## src/rtl/seq_decoder_pkg.sv

```systemverilog
// Shared types for the sequenced 3-to-8 one-hot decoder.
// Holds the FIFO entry layout, FSM states and the strobe decode.
package seq_decoder_pkg;

  localparam int CODE_W = 3;
  localparam int OUT_W  = 8;

  typedef enum logic [1:0] {
    IDLE,
    PULSE,
    GAP
  } dec_state_t;

  typedef struct packed {
    logic              en;
    logic [CODE_W-1:0] code;
  } dec_entry_t;

  function automatic logic [OUT_W-1:0] decode(
    input dec_entry_t e
  );
    logic [OUT_W-1:0] y;
    y = '0;
    if (e.en) y[e.code] = 1'b1;
    return y;
  endfunction

endpackage

```

## src/rtl/code_fifo.sv

```systemverilog
// Synchronous FIFO of decoder entries with an occupancy counter.
// Read data is the head entry, valid whenever empty is low.
module code_fifo
  import seq_decoder_pkg::*;
#(
  parameter int DEPTH = 2
) (
  input  logic       clk,
  input  logic       rst,
  input  logic       push,
  input  logic       pop,
  input  dec_entry_t din,
  output dec_entry_t dout,
  output logic       full,
  output logic       empty
);

  localparam int AW = $clog2(DEPTH);

  dec_entry_t      mem [DEPTH];
  logic [AW-1:0]   wptr;
  logic [AW-1:0]   rptr;
  logic [AW:0]     count;

  assign dout  = mem[rptr];
  assign full  = (count == (AW+1)'(DEPTH));
  assign empty = (count == '0);

  always_ff @(posedge clk) begin
    if (push && !rst) mem[wptr] <= din;
  end

  // Power-of-two depth lets the pointers wrap naturally.
  always_ff @(posedge clk) begin
    if (rst) begin
      wptr  <= '0;
      rptr  <= '0;
      count <= '0;
    end else begin
      if (push) wptr <= wptr + 1'b1;
      if (pop)  rptr <= rptr + 1'b1;
      unique case ({push, pop})
        2'b10:   count <= count + 1'b1;
        2'b01:   count <= count - 1'b1;
        default: count <= count;
      endcase
    end
  end

endmodule

```

## src/rtl/seq_decoder_3to8.sv

```systemverilog
// Sequenced 3-to-8 decoder: queues {en, code} entries and replays
// each as a timed one-hot strobe followed by a forced idle gap.
module seq_decoder_3to8
  import seq_decoder_pkg::*;
#(
  parameter int PULSE_LEN = 2,
  parameter int GAP_LEN   = 1,
  parameter int DEPTH     = 2
) (
  input  logic              clk,
  input  logic              rst,
  input  logic              code_valid,
  input  logic [CODE_W-1:0] code,
  input  logic              en,
  output logic              code_ready,
  output logic [OUT_W-1:0]  Y,
  output logic              y_valid,
  output logic              busy
);

  localparam int MAX_LEN =
    (PULSE_LEN > GAP_LEN) ? PULSE_LEN : GAP_LEN;
  localparam int CNT_W =
    (MAX_LEN > 1) ? $clog2(MAX_LEN) : 1;
  localparam bit HAS_GAP = (GAP_LEN > 0);
  localparam logic [CNT_W-1:0] PULSE_LD =
    CNT_W'(PULSE_LEN - 1);
  localparam logic [CNT_W-1:0] GAP_LD =
    CNT_W'(HAS_GAP ? GAP_LEN - 1 : 0);

  dec_state_t       state;
  logic [CNT_W-1:0] cnt;
  logic             full;
  logic             empty;
  logic             push;
  logic             pop;
  dec_entry_t       head;
  dec_entry_t       din;

  assign din        = '{en: en, code: code};
  assign code_ready = ~full & ~rst;
  assign push       = code_valid & code_ready;
  assign busy       = (state != IDLE) | ~empty;

  code_fifo #(
    .DEPTH(DEPTH)
  ) u_fifo (
    .clk  (clk),
    .rst  (rst),
    .push (push),
    .pop  (pop),
    .din  (din),
    .dout (head),
    .full (full),
    .empty(empty)
  );

  // Pop exactly where the FSM below starts a new strobe.
  always_comb begin
    pop = 1'b0;
    if (!rst && !empty) begin
      unique case (state)
        IDLE:    pop = 1'b1;
        PULSE:   pop = (cnt == '0) && !HAS_GAP;
        GAP:     pop = (cnt == '0);
        default: pop = 1'b0;
      endcase
    end
  end

  always_ff @(posedge clk) begin
    if (rst) begin
      state   <= IDLE;
      cnt     <= '0;
      Y       <= '0;
      y_valid <= 1'b0;
    end else begin
      unique case (state)
        IDLE: begin
          if (!empty) begin
            state   <= PULSE;
            cnt     <= PULSE_LD;
            Y       <= decode(head);
            y_valid <= 1'b1;
          end
        end
        PULSE: begin
          if (cnt != '0) begin
            cnt <= cnt - 1'b1;
          end else if (HAS_GAP) begin
            state   <= GAP;
            cnt     <= GAP_LD;
            Y       <= '0;
            y_valid <= 1'b0;
          end else if (!empty) begin
            cnt <= PULSE_LD;
            Y   <= decode(head);
          end else begin
            state   <= IDLE;
            Y       <= '0;
            y_valid <= 1'b0;
          end
        end
        GAP: begin
          if (cnt != '0) begin
            cnt <= cnt - 1'b1;
          end else if (!empty) begin
            state   <= PULSE;
            cnt     <= PULSE_LD;
            Y       <= decode(head);
            y_valid <= 1'b1;
          end else begin
            state <= IDLE;
          end
        end
        default: state <= IDLE;
      endcase
    end
  end

endmodule

```

## config.mk

```make
export PLATFORM = sky130hd
export DESIGN_NAME = seq_decoder_3to8
export DESIGN_NICKNAME = d
export VERILOG_FILES = /design/src/rtl/seq_decoder_pkg.sv /design/src/rtl/code_fifo.sv /design/src/rtl/seq_decoder_3to8.sv
export SDC_FILE = /design/constraint.sdc
export NUM_CORES = 1
export LEC_CHECK = 0
export BUFFER_PORTS_ARGS = -buffer_cell sky130_fd_sc_hd__buf_4
export CAP_MARGIN = 20
export CORE_MARGIN = 5
export CORE_UTILIZATION = 56
export CTS_BUF_LIST = sky130_fd_sc_hd__clkbuf_8
export CTS_CLUSTER_DIAMETER = 200
export DETAILED_ROUTE_END_ITERATION = 12
export GPL_TIMING_DRIVEN = 1
export PLACE_DENSITY_LB_ADDON = 0.08
export SETUP_SLACK_MARGIN = 0.05
export SLEW_MARGIN = 15
export SYNTH_ARGS = -nofsm -noshare
export SYNTH_HDL_FRONTEND = slang
export SYNTH_SLANG_ARGS = --single-unit
```

## constraint.sdc

```tcl
create_clock -name clk -period 2.2 [get_ports clk]
set_input_delay 0.11 -clock clk [delete_from_list [all_inputs] [get_ports clk]]
set_output_delay 0.11 -clock clk [all_outputs]
set_load 0.05 [all_outputs]
```

Yosys cells after proc, flatten, opt, wreduce, memory -nomap -nowiden --
Memories as Yosys holds them, arrays and structs flattened. A register that Yosys moved wholly into a read port is not among the register bits. Cells that the tools add are included.
Operators by class: equality and inequality tests 8, $lt $le $gt $ge 2, add/subtract/negate cells 5, multiplexer cells 28, bitwise logic cells 7, reductions and logical operators 13
Operator list (count):
- $mux W8 | 4
- $pmux W8 S3 | 1
- $mux W1 | 14
- $eq A2 B2 Y1 const B | 3
- $mux W2 | 3
- $ne A2 B2 Y1 const B | 3
- $pmux W1 S3 | 2
- $pmux W2 S3 | 1
- $reduce_and A3 Y1 | 2
- $eq A2 B1 Y1 const B | 2
- $logic_not A2 Y1 | 2
- $lt A3 B4 Y1 const B | 1
- $not A1 Y1 | 4
- $pmux W2 S2 | 1
- $reduce_bool A2 Y1 | 2
- $demux W1 S3 | 1
- $ge A3 B1 Y1 const B | 1
- $logic_and A1 B1 Y1 | 3
- $reduce_bool A3 Y1 | 1
- $add A1 B1 Y1 const B | 2
- $add A2 B1 Y2 const B | 1
- $and A1 B1 Y1 | 2
- $logic_not A1 Y1 | 2
- $pmux W1 S2 | 1
- 4 further kinds | 4
Word-level totals: memories 1, bits in writable memories 8, register bits 16, output and inout bits 11
Memories:
- u_fifo.mem | depth 2, width 4, rd ports 1, clocked after Yosys merged registers in 1, write ports 1, RTL line code_fifo.sv:20 | dec_entry_t mem [DEPTH];

Depth between registers and ports, before layout --
depth after elaboration 8, depth in mapped cells 7, gate-level depth less buffers 6

By module --
From an unflattened synthesis, not the netlist that was laid out.
Unflattened totals: cell total of the unflattened synthesis 100, area, all modules 1104.8 um^2
Modules (own cells, without submodules):
- seq_decoder_3to8 | area each 611.8 um^2, cells an instance 66, times used 1, sequential area each 240.2 um^2
- code_fifo | area each 493.0 um^2, cells an instance 34, times used 1, sequential area each 340.3 um^2

Worst setup path after synthesis --
No wires, ideal clock.
kind register to register, from register u_fifo.count[1], to memory u_fifo.mem[1][0] in the netlist's numbering (enable), cell stages (with the launch flop) 4, buffers on the path 0, arrival time 1.499 ns, path slack 0.391 ns, period minus slack after synthesis 1.809 ns, cells stage by stage dfxtp_1 -> nor2b_4 -> nor2_1 -> and3_1
On the way: cells in the longest elaborated chain, start to end 7
Ends and longest elaborated chain:
- start: declaration | RTL line code_fifo.sv:23 | logic [AW:0] count;
- start signal: assignment | RTL line code_fifo.sv:43 | 2'b10: count <= count + 1'b1;
- start signal: assignment | RTL line code_fifo.sv:44 | 2'b01: count <= count - 1'b1;
- start signal: assignment | RTL line code_fifo.sv:45 | default: count <= count;
- $eq A2 B2 Y1 | RTL line code_fifo.sv:26 | assign full = (count == (AW+1)'(DEPTH));
- $not A1 Y1 | RTL line seq_decoder_3to8.sv:41 | assign code_ready = ~full & ~rst;
- $and A1 B1 Y1 | RTL line seq_decoder_3to8.sv:41
- net code_ready | RTL line seq_decoder_3to8.sv:15 | output logic code_ready,
- $and A1 B1 Y1 | RTL line seq_decoder_3to8.sv:42 | assign push = code_valid & code_ready;
- $logic_and A1 B1 Y1 | RTL line code_fifo.sv:30 | if (push && !rst) mem[wptr] <= din;
- $mux W1 | RTL line code_fifo.sv:30
- $mux W1 (implied by the code) | RTL line code_fifo.sv:30
- end: declaration | RTL line code_fifo.sv:20
The timed path passes the listed nets, and every way through them passes these cells.

Final worst setup path --
from register u_fifo.count[0], to register u_fifo.count[1]
On the way: cells in the longest elaborated chain, start to end 6, elaborated cells between the ends (all ways) 14, those cells by class 2 x add/sub; 3 x eq/ne; 2 x mux; 3 x bitwise; 4 x reduce/logical
Ends and longest elaborated chain:
- $eq A2 B2 Y1 / $logic_not A2 Y1 (equally long branches) | RTL line code_fifo.sv:26, code_fifo.sv:27
- $not A1 Y1 / $logic_not A1 Y1 (equally long branches)
- $and A1 B1 Y1 / $logic_and A1 B1 Y1 (equally long branches) | RTL line seq_decoder_3to8.sv:41, seq_decoder_3to8.sv:61
- $and A1 B1 Y1 / $mux W1 (equally long branches) | RTL line seq_decoder_3to8.sv:42, seq_decoder_3to8.sv:61
- $eq A2 B1 Y1 / $eq A2 B2 Y1 (equally long branches) | RTL line code_fifo.sv:42 | unique case ({push, pop})
- $pmux W2 S2 / $reduce_bool A2 Y1 (equally long branches)
Parallel ways exist; a longest one is shown, timed or not. A chain may end at the register's enable or synchronous reset.

==> impl_metrics.env <==
export IMPL_status="complete, no violations"
export IMPL_drive_gt1_share_pct=23.15
export IMPL_fin_tns_setup_ns=0
export IMPL_start_util_pct=59.72
export IMPL_antenna_found_initial=0
export IMPL_numPortBuffers=17
export IMPL_ir_worst_vdd_mv=1.137
export IMPL_wl_per_cell_um=13.58
export IMPL_first_pass_iters=4
export IMPL_fillCellCount=159
export IMPL_cp_buffers_inverters=0
export IMPL_final_antenna_net_count=0
export IMPL_dp_hpwl_mm=1.379
export IMPL_crit_fanout=7
export IMPL_worst_endpoint_required_ns=2.40
export IMPL_fin_crit_sh_pct=85.71
export IMPL_grt_max_degree=17
export IMPL_cap_violations=0
export IMPL_place_inst=129
export IMPL_numCtsBuffers=3
export IMPL_cts_sinks=25
export IMPL_cts_tree="yes"
export IMPL_report_power_total_mw=1.549
export IMPL_final_nets=117
export IMPL_design_die_area_mm2=0.002849
export IMPL_ys_warn_count=0
export IMPL_path_cells="nor2b_4 -> or3_1 -> ha_1 -> or3_1 -> a21oi_1"
export IMPL_worst_slew_pin_slew_ns=0.4503
export IMPL_cts_buffer_depth=2
export IMPL_layout_area_overhead_vs_synth_pct=16.75
export IMPL_grt_pass1_vias=764
export IMPL_postCtsResizedCells=0
export IMPL_ys_seq_elements=25
export IMPL_pin_count=18
export IMPL_grt_usage_pct=15.00
export IMPL_vias=758
export IMPL_route_final_wire_length_mm=1.806
export IMPL_finalSetupViolations=0
export IMPL_synth_cells=91
export IMPL_cts_root_buffer="clkbuf_8"
export IMPL_timing_slew_headroom_pct=69.92
export IMPL_min_delay_path_class="input port to flop"
export IMPL_synth_area_leader_cell="dfxtp_1"
export IMPL_routed_via_density=5.699
export IMPL_postCtsSetupBuffers=0
export IMPL_hold_viol=0
export IMPL_crit_arrival_ns=2.08
export IMPL_core_area_mm2=0.001764
export IMPL_grt_pass1_wl_mm=3.160
export IMPL_syn_avg_cell_area_um2=11.58
export IMPL_ctsHoldBuffers=0
export IMPL_cpPeakStageDelay_ns=0.56
export IMPL_synth_top_area_share_pct=32.30
export IMPL_critPathTopFamily="simple AND/OR/NAND/NOR gates"
export IMPL_skew_ns=0.0008372
export IMPL_cpMaxStageDelayCell="dfxtp_1"
export IMPL_cp_end_kind="flop"
export IMPL_cp_start_kind="flop"
export IMPL_drt_iter0_markers=4
export IMPL_layout_common_cells="17 x dfxtp_1, 17 x buf_4, 9 x o2bb2ai_1, 8 x edfxtp_1"
export IMPL_crit_top_cell="or3_1"
export IMPL_rows=15
export IMPL_num_antenna_cells=0
export IMPL_synth_nets=99
export IMPL_remaining_drc_errors=0
export IMPL_die_x_um=53.38
export IMPL_final_cells=133
export IMPL_place_congestion=0.7137
export IMPL_leakage_nw=0.4609
export IMPL_syn_area_mm2=0.001054
export IMPL_rsz0062_at_grt="false"
export IMPL_insertion_delay_ns=0.26
export IMPL_slew_violations=0
export IMPL_cts_htree_levels=1
export IMPL_path_class="flop to flop"
export IMPL_power_density_mw_per_mm2=1259
export IMPL_fmax_ghz=0.5303
export IMPL_final_min_clock_period_ns=1.886
export IMPL_synthTopCellsByArea="dfxtp_1 32%, edfxtp_1 23%, o2bb2ai_1 7.5%"
export IMPL_overflow=0
export IMPL_ys_seq_area_share_pct=55.11
export IMPL_ys_types=34
export IMPL_chipHeight_um=53.38
export IMPL_path_clk_slew_ns=0.08
==> registers in the layout, indices dropped and copies added (netlist names), named ones only <==
name and count:
u_fifo.count 2, u_fifo.wptr 1, Y 8, u_fifo.rptr 1, cnt 1, y_valid 1
u_fifo.mem 8, state 2
==> area by class of cell <==
cell class                 count  area (um^2)  area share (%)
clock buffer                   3        41.29           3.357
clock inverter                 1        3.754          0.3052
inverter                       4        15.01           1.221
multi-input combinational     58        430.4           34.99
sequential                    25        580.6           47.20
tap                           25        31.28           2.543
timing repair buffer          17        127.6           10.38
==> synth_stat cells <==
master     count
inv_1          4
o21ai_0        3
o31ai_1        1
nor2_1         6
nor3_1         3
nor3b_1        1
clkbuf_1       1
a2bb2oi_4      1
and3_1         1
buf_2          1
nand4_1        4
a211oi_4       1
xor2_1         1
o2bb2ai_1      9
ha_1           1
nand2_1        2
xnor2_1        1
buf_4          1
a2bb2oi_1      1
a211oi_1       1
a21oi_1        6
mux2i_1        2
and2_1         1
a32oi_1        1
nand2b_1       1
edfxtp_1       8
dfxtp_1       17
mux2_2         2
nor4_1         1
nor2b_4        1
or3_1          4
nor2b_1        1
buf_6          1
or4_1          1
==> metal layers <==
metal	track usage (%)	wire [um]	up-vias	share of wire (%)
li1	-	-	380	-
met5	0	0	-	0
met2	26.33	894	14	50
met3	2.817	84	0	4.7
met4	5.106	0	0	0
met1	18.04	827	364	46
==> cell families after synthesis <==
logic type	after synthesis	synth area share (%)
and+or+nand+nor	27	14.73
AOI/OAI and AO/OA	24	19.24
adders and majority gates	1	1.187
DFF	25	55.11
muxes	4	4.038
xor gates and xnor gates	2	1.663
buffers and inverters	8	4.037
==> metrics by stage <==
stage / utilization, % / worst slack (ns) / instance area [um^2] / hold slack, ns
global placement: 67.16 / 0.4027 / 1185 / 0.2951
CTS: 69.72 / 0.3076 / 1230 / 0.02147
floorplan: - / 0.3907 / 1054 / 0.2089
detailed placement: 67.16 / 0.3251 / 1185 / 0.2980
global route: 69.72 / 0.2254 / 1230 / 0.01998
finish: 69.72 / 0.3144 / 1230 / 0.02983
==> report_power, final <==
group | total (mW) | switching (mW) | internal (mW)
Clock | 0.256 | 0.132 | 0.124
Sequential | 0.689 | 0.128 | 0.561
Combinational | 0.604 | 0.359 | 0.245
Total | 1.55 | 0.618 | 0.931
==> path summary, 6_finish.rpt <==
kind,from,endpoint,slack (ns),cells after the start
worst max-delay path,u_fifo.count[0],u_fifo.count[1],0.31,5
worst min-delay path,code[0],u_fifo.mem[1][0],0.03,1
worst max register to register,u_fifo.count[0],u_fifo.count[1],0.31,5
worst min register to register,Y[7],Y[7],0.47,1
Power figures use the tool's default switching activity.
